## config.mk

```make
export PLATFORM = sky130hd
export DESIGN_NAME = uart_rx_oversampled
export DESIGN_NICKNAME = d
export VERILOG_FILES = /design/src/rtl/uart_pkg.sv /design/src/rtl/uart_rx_oversampled_sync_2ff.sv /design/src/rtl/uart_rx_oversampled.sv
export SDC_FILE = /design/constraint.sdc
export NUM_CORES = 1
export LEC_CHECK = 0
export BUFFER_PORTS_ARGS = -buffer_cell sky130_fd_sc_hd__buf_2
export CAP_MARGIN = 20
export CORE_ASPECT_RATIO = 1.25
export CORE_MARGIN = 2
export CORE_UTILIZATION = 45
export DETAILED_ROUTE_END_ITERATION = 8
export PLACE_DENSITY = 0.73
export SYNTH_ARGS = -nofsm -noshare
export SYNTH_HDL_FRONTEND = slang
export SYNTH_SLANG_ARGS = --single-unit
```

## constraint.sdc

```tcl
create_clock -name clk -period 1.9 [get_ports clk]
set_input_delay 0.38 -clock clk [delete_from_list [all_inputs] [get_ports clk]]
set_output_delay 0.38 -clock clk [all_outputs]
set_load 0.02 [all_outputs]
```

## src/rtl/uart_pkg.sv

```systemverilog
// uart_pkg
//   Shared constants and the state encoding for the oversampled UART receiver.
//   No ports. Imported by uart_rx_oversampled.
package uart_pkg;

  localparam int UART_DBIT    = 8;
  localparam int UART_OS_RATE = 16;
  localparam int UART_SB_TICK = 16;

  localparam logic [2:0] ST_IDLE   = 3'd0;
  localparam logic [2:0] ST_START  = 3'd1;
  localparam logic [2:0] ST_DATA   = 3'd2;
  localparam logic [2:0] ST_PARITY = 3'd3;
  localparam logic [2:0] ST_STOP   = 3'd4;

  typedef enum logic [2:0] {
    IDLE   = ST_IDLE,
    START  = ST_START,
    DATA   = ST_DATA,
    PARITY = ST_PARITY,
    STOP   = ST_STOP
  } state_t;

endpackage

```

## src/rtl/uart_rx_oversampled_sync_2ff.sv

```systemverilog
// sync_2ff
//   Two-flop synchronizer for a single asynchronous input.
// Ports:
//   clk      in  system clock
//   reset_n  in  asynchronous active-low reset; both flops load RESET_VAL
//   d        in  asynchronous input
//   q        out synchronized output
module sync_2ff #(
  parameter logic RESET_VAL = 1'b0
) (
  input  logic clk,
  input  logic reset_n,
  input  logic d,
  output logic q
);

  logic meta;

  always_ff @(posedge clk or negedge reset_n) begin
    if (!reset_n) begin
      meta <= RESET_VAL;
      q    <= RESET_VAL;
    end else begin
      meta <= d;
      q    <= meta;
    end
  end

endmodule

```

## src/rtl/uart_rx_oversampled.sv

```systemverilog
// uart_rx_oversampled
//   UART receiver driven by an OS_RATE-times oversampling tick. Recovers
//   start / DBIT data (LSB first) / [parity] / stop frames and presents each
//   byte with a one-cycle done strobe.
// Ports:
//   clk           in   system clock
//   reset_n       in   asynchronous active-low reset
//   s_tick        in   oversample tick, one-cycle pulse
//   rx            in   asynchronous serial line, idle high
//   dout          out  last received word, held until the next frame completes
//   rx_done_tick  out  one-cycle strobe, dout valid
//   frame_err     out  pulsed with rx_done_tick when the stop sample was 0
//   parity_err    out  (UART_RX_PARITY_EN only) pulsed with rx_done_tick on
//                      even-parity mismatch
//   busy          out  high whenever the FSM is not in IDLE
// Build option: define UART_RX_PARITY_EN to add the even-parity bit.
//
// state  | meaning
// IDLE   | line idle, waiting for a high-to-low edge on rx_s
// START  | counting to mid start bit, rejects glitches
// DATA   | sampling DBIT data bits at mid-bit, LSB first
// PARITY | sampling the even-parity bit (UART_RX_PARITY_EN only)
// STOP   | waiting out the stop period, then strobing the result
module uart_rx_oversampled
  import uart_pkg::*;
#(
  parameter int DBIT    = UART_DBIT,
  parameter int SB_TICK = UART_SB_TICK,
  parameter int OS_RATE = UART_OS_RATE
) (
  input  logic            clk,
  input  logic            reset_n,
  input  logic            s_tick,
  input  logic            rx,
  output logic [DBIT-1:0] dout,
  output logic            rx_done_tick,
  output logic            frame_err,
`ifdef UART_RX_PARITY_EN
  output logic            parity_err,
`endif
  output logic            busy
);

  localparam int S_W = $clog2((OS_RATE > SB_TICK) ? OS_RATE : SB_TICK);
  localparam int N_W = $clog2(DBIT);

  localparam logic [S_W-1:0] S_MID  = S_W'(OS_RATE / 2 - 1);
  localparam logic [S_W-1:0] S_BIT  = S_W'(OS_RATE - 1);
  localparam logic [S_W-1:0] S_STOP = S_W'(SB_TICK - 1);
  localparam logic [N_W-1:0] N_LAST = N_W'(DBIT - 1);
  localparam logic [S_W-1:0] S_ONE  = S_W'(1);
  localparam logic [N_W-1:0] N_ONE  = N_W'(1);

  state_t          state;
  logic [S_W-1:0]  s_cnt;
  logic [N_W-1:0]  n_cnt;
  logic [DBIT-1:0] b_reg;
  logic            rx_s;
  logic            rx_prev;
`ifdef UART_RX_PARITY_EN
  logic            p_err;
`endif

  sync_2ff #(.RESET_VAL(1'b1)) u_sync_rx (
    .clk     (clk),
    .reset_n (reset_n),
    .d       (rx),
    .q       (rx_s)
  );

  assign busy = (state != IDLE);

  always_ff @(posedge clk or negedge reset_n) begin
    if (!reset_n) begin
      state        <= IDLE;
      s_cnt        <= '0;
      n_cnt        <= '0;
      b_reg        <= '0;
      dout         <= '0;
      rx_done_tick <= 1'b0;
      frame_err    <= 1'b0;
      rx_prev      <= 1'b1;
`ifdef UART_RX_PARITY_EN
      p_err        <= 1'b0;
      parity_err   <= 1'b0;
`endif
    end else begin
      rx_done_tick <= 1'b0;
      frame_err    <= 1'b0;
`ifdef UART_RX_PARITY_EN
      parity_err   <= 1'b0;
`endif
      // Edge detect so that a line held low (break) cannot retrigger a frame.
      rx_prev <= rx_s;
      case (state)
        IDLE: begin
          if (rx_prev && !rx_s) begin
            s_cnt <= '0;
            state <= START;
          end
        end
        START: begin
          if (s_tick) begin
            if (s_cnt == S_MID) begin
              if (rx_s) begin
                state <= IDLE;
              end else begin
                s_cnt <= '0;
                n_cnt <= '0;
                state <= DATA;
              end
            end else begin
              s_cnt <= s_cnt + S_ONE;
            end
          end
        end
        DATA: begin
          if (s_tick) begin
            if (s_cnt == S_BIT) begin
              b_reg <= {rx_s, b_reg[DBIT-1:1]};
              s_cnt <= '0;
              if (n_cnt == N_LAST) begin
`ifdef UART_RX_PARITY_EN
                state <= PARITY;
`else
                state <= STOP;
`endif
              end else begin
                n_cnt <= n_cnt + N_ONE;
              end
            end else begin
              s_cnt <= s_cnt + S_ONE;
            end
          end
        end
`ifdef UART_RX_PARITY_EN
        PARITY: begin
          if (s_tick) begin
            if (s_cnt == S_BIT) begin
              p_err <= (rx_s != (^b_reg));
              s_cnt <= '0;
              state <= STOP;
            end else begin
              s_cnt <= s_cnt + S_ONE;
            end
          end
        end
`endif
        STOP: begin
          if (s_tick) begin
            if (s_cnt == S_STOP) begin
              dout         <= b_reg;
              rx_done_tick <= 1'b1;
              frame_err    <= ~rx_s;
`ifdef UART_RX_PARITY_EN
              parity_err   <= p_err;
`endif
              state        <= IDLE;
            end else begin
              s_cnt <= s_cnt + S_ONE;
            end
          end
        end
        default: state <= IDLE;
      endcase
    end
  end

endmodule

```

==> results summary <==
The met1 routing resource usage after global routing is 0.203. The leakage power figure came out at 0.799 nW. The areal power density over the cells came out at 1250 nW/um^2. The global routing usage summed across all routing layers came out at 0.171. The average vias per placed instance is 5.45. The mapped cell area came out at 1420 um^2. The clock insertion delay at the later pin of the skew report came out at 0.33 ns. The remaining global-route overflow came out at 0. The power share of the clock group came out at 0.172. The worst slew slack as a fraction of its limit came out at 0.549. The TritonCTS buffer count came out at 5. In the final layout, the multi-input gates occupy 623 um^2.

The TritonCTS sink count is 31. The internal power is 0.00132 W. The portion of the clock cycle consumed by the worst path in the final layout came out at 0.969. The number of placement rows came out at 22. By area the synthesized netlist is led by dfrtp_1, mux2_2, dfstp_2. The placer congestion estimate came out at 0.912. The highest cell delay on the worst timing path is 0.45 ns. Input and output buffers added on the ports amount to 14.

The number of I/O pins came out at 15. The initial antenna violation count is 0. The post-synth net total is 118. The highest achievable clock rate came out at 543 MHz. The max-slew violation total from the final report is 0. The compound-cell area share of the yosys netlist came to 0.0817.

The worst setup path is launched from a flop. The routed wire length per instance came out at 14.4 um. The H-tree depth reported by CTS came out at 2. The number of max-capacitance violations reported came out at 0. The yosys synthesis warning count came out at 0. The register area came out at 781 um^2. TritonCTS built the clock tree.

The number of DRC violations after detailed-routing iteration 0 came out at 9. The layout filler cell count is 255. The final hold violation count was 0. dfrtp_1 takes more of the synthesized area than any other cell. The arithmetic-cell share of the synthesized area counting full adders, half adders and majority gates came out at 0.0264. STA classifies the critical path endpoint as a primary output. Of the total power, the share spent switching nets is 0.361.

The final layout contains routed wiring with a total length of 2500 um. The number of distinct standard cells referenced by the synthesized netlist came out at 37. The library cell used as clock root buffer is clkbuf_4. In this run the standard cell core region covers 2970 um^2. After routing, the total negative slack on setup checks comes to 0 ns. The width of the chip came out at 54.3 um.

The critical path data required time came out at 1.52 ns. The design area is 1650 um^2. The xor and xnor area share after synthesis came out at 0.00615. Across the VDD grid, the largest voltage drop is 0.000798 V. The number of nets with antenna violations after detailed routing came out at 0.

The post-layout minimum cycle time is 1.84 ns. The transition at the pin with the smallest max-transition slack came out at 0.676 ns. For this configuration, the core starts out at a cell density of 0.479.

Of the total power, combinational logic draws 0.427. The sequential power share is 0.401. The layout cell share with drive strength beyond 1 is 0.453. Across the routed clock network, the largest skew measured is 0.0124 ns. In the global route stage, met3 resource usage came out at 0.0538. Detailed routing inserted a total of 942 vias. The antenna diode count came out at 0. The number of detailed-route iterations in the first pass is 4. The global-route met2 utilization came out at 0.273. After global routing, the most crowded layer is met2. The die is 66.9 um tall.

Among all stages on the critical path, the largest delay is contributed by dfrtp_2. The buffer depth of the longest clock path is 2. The number of global-route vias before repair is 940. In this run the worst path has a maximum fanout of 6. The area fraction in and, or, nand and nor cells after synthesis is 0.138. The portion of synthesized area spent on multiplexers is 0.172. Setup repair after global routing left no endpoint under its margin. The synthesized area per cell came out at 12.8 um^2.

The synthesized instance count came out at 111. Once placement finished, the instance area stood at 1560 um^2. The area growth from synthesis to final layout came out at 15.6%. The maximum number of pins on one net before global-route repair is 32.

The worst hold path belongs to the class input port to asynchronous set/reset pin. The area of the die came out at 3630 um^2. In the final design database the tool counted 143 nets. For the worst setup path, the data arrival time is 1.46 ns. The portion of the post-synthesis area used by sequential elements is 0.547. The final-report setup violation count came out at 0. The run finished with clean final reports.

The area share of the largest cell type after synthesis is 0.492. The number of synthesized register bits came out at 31. The worst setup path is of the flop to primary output kind.

After clock tree synthesis, the clock-pin slew on the worst setup and hold paths is 0.09 ns. The first-pass GRT wire length is 4300 um. After detailed routing, the number of remaining DRC violations is 0.

The combinational family with the most area after synthesis is multiplexers. Traced cell by cell, the critical path runs through buf_6 -> or3_1 -> buf_4. Summed over all nets, the switching power comes to 0.000745 W. The total half-perimeter wirelength after legalization and detailed placement is 1740 um.
-- per-layer routing --
layer	vias to the layer above	wire, um
met4	0	67
li1	448	-
met2	22	1260
met1	464	1060
met3	8	111
met5	-	0
-- power groups by stage --
stage	combinational [W]	clock [W]	sequential [W]
after floorplan	0.000629	0	0.000804
after global placement	0.000772	0	0.000828
after detailed placement	0.000810	0	0.000832
after CTS	0.000851	0.000366	0.000821
after global routing	0.000982	0.000403	0.000838
final	0.000881	0.000355	0.000827
-- cell usage in the layout (no fill, tap or decap), drive strengths merged, types with 3 or more instances in the layout --
cell type	instances
nand3	3
nand2	7
mux2	20
dfrtp	28
a21oi	4
dfstp	3
buf	22
ha	3
inv	3
clkbuf	7
nor2	9
-- repair_timing --
item | CTS | global route
hold endpoints to repair | 0 | 0
setup endpoints to repair | 2 | 13
pin swaps | 1 | 0
resized for setup | 1 | 6
buffers inserted | 1 | 0
hold buffers | 0 | 0
-- metrics by stage --
stage           util  hold WS [ns]  worst slack, ns  total power [W]  instances
6_report       0.554        0.0780           0.0583          0.00206        173
5_1_grt        0.554         0.127          0.00496          0.00222        173
4_1_cts        0.547        0.0993          0.00380          0.00204        173
3_5_place_dp   0.526         0.349          0.00286          0.00164        164
2_1_floorplan      -        0.0844            0.121          0.00143        111
3_3_place_gp   0.526         0.347           0.0827          0.00160        164
-- path summary, 6_finish.rpt --
check	startpoint	endpoint	slack (ns)	depth (start not counted)
min reg2reg	u_sync_rx.meta	u_sync_rx.q	0.36	0
min in group clk	rx	u_sync_rx.meta	0.15	1
min	reset_n	state[0]	0.08	1
max	state[1]	busy	0.06	3
max reg2reg	s_cnt[0]	s_cnt[0]	0.08	6
max in group asynchronous	reset_n	state[1]	1.35	1
-- cells in the mapped netlist --
master,number
mux2i_1,2
xnor2_1,1
a21oi_1,3
nor3_2,1
o21ai_0,2
ha_1,3
or3b_1,1
a22o_1,2
buf_2,2
dfrtp_1,28
nor2_2,3
nor2b_1,1
mux2_2,19
nor3_1,1
nand3_1,3
nor4b_1,1
a211oi_1,2
mux2_1,1
and3_1,1
inv_1,3
a22oi_1,1
o2bb2ai_1,1
nand2_1,7
buf_4,1
and2_1,2
nand4_1,1
nand4b_1,1
or3_1,1
a21oi_2,1
nor2_1,5
o211ai_1,2
a221oi_1,1
dfstp_2,3
nor2_8,1
nor3b_4,1
a21bo_2,1
buf_6,1
-- cell type report --
class | instances | area share
clock buffer | 7 | 0.0274
clock inverter | 1 | 0.00304
inverter | 3 | 0.00684
multi-input combinational | 73 | 0.378
sequential | 31 | 0.474
tap | 36 | 0.0274
timing repair buffer | 22 | 0.0828
-- logic make-up after synthesis --
group	after synthesis
flip-flops	31
XOR/XNOR	1
multiplexers	22
AND/OR/NAND/NOR	31
AO/OA/AOI/OAI	16
adder cells (fa/ha/maj)	3
buffers and inverters	7
-- worst max-delay path, delay by kind of cell, from the launching register on --
kind,cells,cell delay (ns)
buffers and inverters,2,0.30
DFF,1,0.45
and+or+nand+nor,1,0.38
Note: power is estimated with default switching activity, not from simulation.
